### src/rtl/frame_tick_pkg.sv
// frame_tick_pkg: shared types and defaults for the frame tick bank
package frame_tick_pkg;
    localparam int CNT_W_DEF = 20;
    localparam int DEF_PERIOD_DEF = 833_333;
    typedef enum logic [1:0] {IDLE, RUN, DONE} state_t;
    typedef enum logic {MODE_PERIODIC, MODE_ONESHOT} mode_t;
    function automatic int ch_w(int n);
        return n > 1 ? $clog2(n) : 1;
    endfunction
endpackage

### src/rtl/frame_tick_bank_if.sv
// frame_tick_bank_if: config/run inputs and tick/done outputs of the tick bank
interface frame_tick_bank_if import frame_tick_pkg::*; #(
    parameter int N_CH = 4,
    parameter int CNT_W = CNT_W_DEF
);
    localparam int CH_W = ch_w(N_CH);
    logic cfg_we;
    logic [CH_W-1:0] cfg_ch;
    logic [CNT_W-1:0] cfg_period;
    logic cfg_oneshot;
    logic [N_CH-1:0] run;
    logic [N_CH-1:0] tick;
    logic [N_CH-1:0] done;
    logic tick_any;
    modport master(output cfg_we, cfg_ch, cfg_period, cfg_oneshot, run, input tick, done, tick_any);
    modport slave(input cfg_we, cfg_ch, cfg_period, cfg_oneshot, run, output tick, done, tick_any);
endinterface

### src/rtl/tick_channel.sv
// tick_channel: one programmable divider with run/stop, one-shot mode and
// period reloads deferred to the next period boundary
module tick_channel import frame_tick_pkg::*; #(
    parameter int CNT_W = CNT_W_DEF,
    parameter int DEF_PERIOD = DEF_PERIOD_DEF
) (
    input  logic             clk,
    input  logic             reset,
    input  logic             we,
    input  logic [CNT_W-1:0] period,
    input  logic             oneshot,
    input  logic             run,
    output logic             tick,
    output logic             done,
    output logic             tick_nxt
);
    state_t state, state_nxt;
    mode_t mode, mode_nxt;
    logic [CNT_W-1:0] cnt, cnt_nxt, p_act, p_act_nxt, p_pend, p_pend_nxt;
    logic pend, pend_nxt, done_nxt, bound, fire_once;
    always_comb begin
        mode_nxt = we ? mode_t'(oneshot) : mode;
        tick_nxt = run && state == RUN && cnt == p_act;
        fire_once = tick_nxt && mode_nxt == MODE_ONESHOT;
        // a write landing on the terminal cycle bypasses the pending register
        bound = !run || state != RUN || tick_nxt;
        p_pend_nxt = we ? period : p_pend;
        pend_nxt = (we || pend) && !bound;
        p_act_nxt = bound && (we || pend) ? p_pend_nxt : p_act;
        state_nxt = !run ? IDLE : state == IDLE ? RUN : fire_once ? DONE : state;
        cnt_nxt = run && state == RUN && !tick_nxt ? cnt + CNT_W'(1) : '0;
        done_nxt = run && (done || fire_once);
    end
    always_ff @(posedge clk) begin
        if (reset) begin
            state <= IDLE;
            mode <= MODE_PERIODIC;
            cnt <= '0;
            p_act <= CNT_W'(DEF_PERIOD);
            p_pend <= CNT_W'(DEF_PERIOD);
            pend <= 1'b0;
            tick <= 1'b0;
            done <= 1'b0;
        end else begin
            state <= state_nxt;
            mode <= mode_nxt;
            cnt <= cnt_nxt;
            p_act <= p_act_nxt;
            p_pend <= p_pend_nxt;
            pend <= pend_nxt;
            tick <= tick_nxt;
            done <= done_nxt;
        end
    end
endmodule

### src/rtl/frame_tick_bank.sv
// frame_tick_bank: N independent programmable tick channels with a shared
// config write port and a registered any-tick flag
module frame_tick_bank import frame_tick_pkg::*; #(
    parameter int N_CH = 4,
    parameter int CNT_W = CNT_W_DEF,
    parameter int DEF_PERIOD = DEF_PERIOD_DEF
) (
    input logic clk,
    input logic reset,
    frame_tick_bank_if.slave bus
);
    localparam int CH_W = ch_w(N_CH);
    logic in_range;
    logic [N_CH-1:0] tick_v, done_v, tick_nxt;
    assign in_range = int'(bus.cfg_ch) < N_CH;
    assign bus.tick = tick_v;
    assign bus.done = done_v;
    for (genvar c = 0; c < N_CH; c++) begin : g_ch
        tick_channel #(.CNT_W(CNT_W), .DEF_PERIOD(DEF_PERIOD)) u_ch (
            .clk(clk),
            .reset(reset),
            .we(bus.cfg_we && in_range && bus.cfg_ch == CH_W'(c)),
            .period(bus.cfg_period),
            .oneshot(bus.cfg_oneshot),
            .run(bus.run[c]),
            .tick(tick_v[c]),
            .done(done_v[c]),
            .tick_nxt(tick_nxt[c])
        );
    end
    // built from next-state ticks so it rises in the same cycle as tick
    always_ff @(posedge clk) begin
        if (reset) bus.tick_any <= 1'b0;
        else bus.tick_any <= |tick_nxt;
    end
endmodule
### src/flat_wrapper.sv
// flat-port wrapper written by rule: the top's interface ports become plain ports
module frame_tick_bank_flat import frame_tick_pkg::*;
#(
    parameter int N_CH = 4,
    parameter int CNT_W = CNT_W_DEF,
    parameter int DEF_PERIOD = DEF_PERIOD_DEF
)
  (clk, reset, bus_cfg_we, bus_cfg_ch, bus_cfg_period, bus_cfg_oneshot, bus_run, bus_tick, bus_done, bus_tick_any);
  frame_tick_bank_if #(.N_CH(N_CH), .CNT_W(CNT_W)) bus_i ();
  input logic clk;
  input logic reset;
  input wire logic [$bits(bus_i.cfg_we)-1:0] bus_cfg_we;
  input wire logic [$bits(bus_i.cfg_ch)-1:0] bus_cfg_ch;
  input wire logic [$bits(bus_i.cfg_period)-1:0] bus_cfg_period;
  input wire logic [$bits(bus_i.cfg_oneshot)-1:0] bus_cfg_oneshot;
  input wire logic [$bits(bus_i.run)-1:0] bus_run;
  output wire logic [$bits(bus_i.tick)-1:0] bus_tick;
  output wire logic [$bits(bus_i.done)-1:0] bus_done;
  output wire logic [$bits(bus_i.tick_any)-1:0] bus_tick_any;
  assign bus_i.cfg_we = bus_cfg_we;
  assign bus_i.cfg_ch = bus_cfg_ch;
  assign bus_i.cfg_period = bus_cfg_period;
  assign bus_i.cfg_oneshot = bus_cfg_oneshot;
  assign bus_i.run = bus_run;
  assign bus_tick = bus_i.tick;
  assign bus_done = bus_i.done;
  assign bus_tick_any = bus_i.tick_any;
  frame_tick_bank #(.N_CH(N_CH), .CNT_W(CNT_W), .DEF_PERIOD(DEF_PERIOD)) u_core (.clk(clk), .reset(reset), .bus(bus_i));
endmodule
### config.mk
export PLATFORM = sky130hd
export DESIGN_NAME = frame_tick_bank_flat
export DESIGN_NICKNAME = d
export VERILOG_FILES = /design/src/rtl/frame_tick_pkg.sv /design/src/rtl/frame_tick_bank_if.sv /design/src/rtl/tick_channel.sv /design/src/rtl/frame_tick_bank.sv /design/src/flat_wrapper.sv
export SDC_FILE = /design/constraint.sdc
export NUM_CORES = 1
export LEC_CHECK = 0
export BUFFER_PORTS_ARGS = -buffer_cell sky130_fd_sc_hd__buf_2
export CORE_MARGIN = 3
export CORE_UTILIZATION = 56
export DETAILED_ROUTE_END_ITERATION = 8
export GPL_TIMING_DRIVEN = 0
export PLACE_DENSITY = 0.78
export SLEW_MARGIN = 20
export SYNTH_ARGS = -nofsm -noshare
export SYNTH_HDL_FRONTEND = slang
export SYNTH_SLANG_ARGS = --single-unit
### constraint.sdc
create_clock -name clk -period 1.9 [get_ports clk]
set_input_delay 0.19 -clock clk [delete_from_list [all_inputs] [get_ports clk]]
set_output_delay 0.19 -clock clk [all_outputs]
set_load 0.05 [all_outputs]
==> flow_summary.toml <==
[floorplanning]
fp.dieW_microns = 146.5
dieArea_sq_um = 21460
initial_utilization_pct = 58.12
core_sq_um = 19020
die_h_microns = 146.5
ios = 39
rows = 50

[synth]
synth-main-ff-cell = "dfxtp_1"
yosysMostFrequentCell = "dfxtp_1"
synth.distinct_cells = 49
netlist_area_sq_um = 11050
synth_top_cell_by_area = "dfxtp_1"
syn_avg_cell_area_sq_um = 9.407
synth_top_area_share_pct = 48.00
syn_nets = 1209
synth-seq-cells = 265
ys.warnings.count = 0
synthTopCellsByArea = "dfxtp_1, xor2_1, nand2_1"
synth-edff-count = 0
synthTopCellsByCount = "dfxtp_1, nand2_1, nor2_1, xor2_1, xnor2_1"
synthCells = 1175
async_flop_share_pct = 0
ys_seq_area_share_pct = 48.00

[cells_and_area]
final_cell_count_no_fill = 1554
drive_above_1_share_pct = 25.19
area_delta_synth_final_pct = 20.49
nFillCells = 1380
diodes = 0
final_nets = 1309

[grt]
grt_overflow = 0
grt_use_total_pct = 23.69
grt_max_degree = 16
grt_pass1_wl_mm = 41.82
antenna_found_initial = 0
grt_pass1_vias = 8164

[clock_network]
clock_path_buffers = 3
worstSkewPairLatency_ns = 0.53
cts.sinks = 265
clk_pin_slew_ns = 0.07
htree_num_levels = 1
cts_tree = "built"
cts_inserted_buffers = 27
root_buffer = "clkbuf_16"

[placed_design]
hpwl_mm = 17.82
gp_congestion = 0.8475
portBuffers = 38
dpl.cell_count = 1473

[sta]
tns_ns = -5.189
clock.fmax_ghz = 0.4769
setup_slack_ns = -0.1968
worst_pin_slew_ns = 0.7134
hold_viol = 0
relSlewSlack_pct = 52.44
rsz0062_at_grt = "true"
whs_ns = 0.02443
fin_skew_ns = 0.008978
layout_min_cycle_time_ns = 2.097
finalSetupViolCount = 67
timing.final.crit_share_pct = 110.4
drv_slew = 0

[pwr]
pwr-share-seq_pct = 46.9
power_uw = 12180
p_switching_uw = 2641
combPwrFrac_pct = 5.4
vdd_drop_max_v = 0.0007772
leakage_uw = 0.005124
power_density_nw_per_um2 = 914.6
internal_power_uw = 9539
switching_share_pct = 21.68
power_frac_clock_pct = 47.7

[detailed_routing]
num_vias = 8400
drtAntennaViolNets = 0
m1WireLength_mm = 12.39
dr_wl_met3_mm = 1.285
vias_per_cell = 5.405
dr.pass1.iters = 5
drt_iter0_markers = 546
drt-wirelength-per-cell_microns = 17.54
routed.top_layer = "met4"
finalWirelength_mm = 27.26
wl_met2_mm = 12.77
drc = 0

[hold_path]
hold_start = "bus_cfg_period[15]"
whs_endpoint = "u_core.g_ch[0].u_ch.p_pend[15]"
whs_path_depth = 3
holdCritPathClass = "in2reg"

[setup_path]
cpPeakStageDelay_ns = 0.35
end_kind = "flop"
path_buf_inv = 1
path_cells = "xor2_2 > nor4_2 > nand3_1 > nor3_2 > o22a_2 > clkbuf_16 > mux2_4"
critPathSlowestCell = "dfxtp_1"
reg2reg_from = "u_core.g_ch[0].u_ch.p_act[10]"
rr_worst_depth = 7
critPathKind = "reg2reg"
cp.arrival_ns = 2.51
cp-start-kind = "flop"
reg2reg_to = "u_core.g_ch[0].u_ch.p_act[19]"
r2r_setup_slack_ns = -0.20
path_max_fanout = 5
crit_required_ns = 2.31
cp_top_family = "simple AND/OR/NAND/NOR gates"

[status]
violations = "negative setup slack"
outcome = "finished, violations left"

[job]
maxCapViolCount = 0
[how the worst max path moves through the flow]
stage,cells after the start,startpoint,endpoint,slack [ns]
2_1_floorplan,7,u_core.g_ch[2].u_ch.cnt[3],u_core.g_ch[2].u_ch.p_act[0],0.06
3_3_place_gp,7,u_core.g_ch[3].u_ch.cnt[5],u_core.g_ch[3].u_ch.p_act[10],-0.33
4_1_cts,7,u_core.g_ch[0].u_ch.p_act[9],u_core.g_ch[0].u_ch.p_act[14],-0.12
5_1_grt,7,u_core.g_ch[0].u_ch.p_act[10],u_core.g_ch[0].u_ch.p_act[19],-0.30
3_5_place_dp,7,u_core.g_ch[3].u_ch.cnt[5],u_core.g_ch[3].u_ch.p_act[12],-0.33
6_report,7,u_core.g_ch[0].u_ch.p_act[10],u_core.g_ch[0].u_ch.p_act[19],-0.20
[repair_timing]
item,in CTS,in global routing
endpoints found under the hold margin,4,0
setup buffers,14,14
setup endpoints to repair,100,154
hold buffers,4,0
resized for setup,44,133
cloned,3,5
pin swaps,11,23
[power groups by stage]
stage                     registers (uW)  clock network [uW]  logic (uW)
after floorplan                     5830                   0         358
after global routing                5720                6110         705
final                               5710                5810         656
after CTS                           5720                5870         602
after detailed placement            5850                   0         553
after global placement              5840                   0         539
[worst reg2reg max path, delay by kind of cell, from the launching register on]
family	cells	cell delay, ns
buffers and inverters	1	0.20
flip-flops	1	0.35
XOR/XNOR	1	0.21
AND/OR/NAND/NOR	3	0.61
multiplexers	1	0.30
AO/OA/AOI/OAI	1	0.32
[layer usage]
layer  track usage (%)  up-vias
li1                  -     4080
met1             32.84     4054
met2             38.94      202
met3             3.259       64
met4             6.679        0
met5                 0        -
[cells in the final DEF (no fill, tap or decap), drive strengths merged, types with 6 or more instances in the layout]
cell type,count
nor3,9
o21ai,7
nor4,12
clkbuf,74
buf,91
xnor2,58
a22o,8
nor2b,31
nand3b,48
o22a,14
or2,41
a21oi,36
nand2,192
nand4,22
nor2,116
o21a,10
xor2,94
mux2,60
bufinv,6
inv,10
dfxtp,265
nand3,33
and3,17
[metrics by stage]
step                worst slack, ns  instance area, sq um  util, %
floorplan                   0.05790                 11050        -
global placement            -0.3282                 11570    60.83
detailed placement          -0.3333                 11570    60.83
CTS                         -0.1196                 12890    67.76
global route                -0.3002                 13320    70.03
finish                      -0.1968                 13320    70.03
[final cells by class]
class | count | area, sq um | share of cell area [%]
Inverter | 10 | 37.54 | 0.2818
Timing Repair Buffer | 73 | 540.5 | 4.059
Tap cell | 260 | 325.3 | 2.443
Clock inverter | 13 | 231.5 | 1.738
Buffer | 61 | 354.1 | 2.659
Clock buffer | 35 | 755.7 | 5.675
Multi-Input combinational cell | 837 | 5690 | 42.73
Sequential cell | 265 | 5383 | 40.42
[sequential cells by signal, indices dropped and copies added (netlist names)]
name	flops
u_core.g_ch.u_ch.state	8
u_core.g_ch.u_ch.p_pend	80
u_core.g_ch.u_ch.cnt	80
u_core.g_ch.u_ch.mode	4
u_core.bus.tick_any	1
u_core.g_ch.u_ch.done	4
u_core.g_ch.u_ch.p_act	80
u_core.g_ch.u_ch.tick	4
u_core.g_ch.u_ch.pend	4
[cell families after synthesis]
logic type | Yosys count | synth area share [%]
AND/OR/NAND/NOR | 540 | 24.16
flip-flops | 265 | 48.00
XOR/XNOR | 152 | 12.11
AO/OA/AOI/OAI | 77 | 4.675
buffers and inverters | 73 | 3.453
multiplexers | 64 | 7.154
adder cells (fa/ha/maj) | 4 | 0.4528
Power figures use the tool's default switching activity.
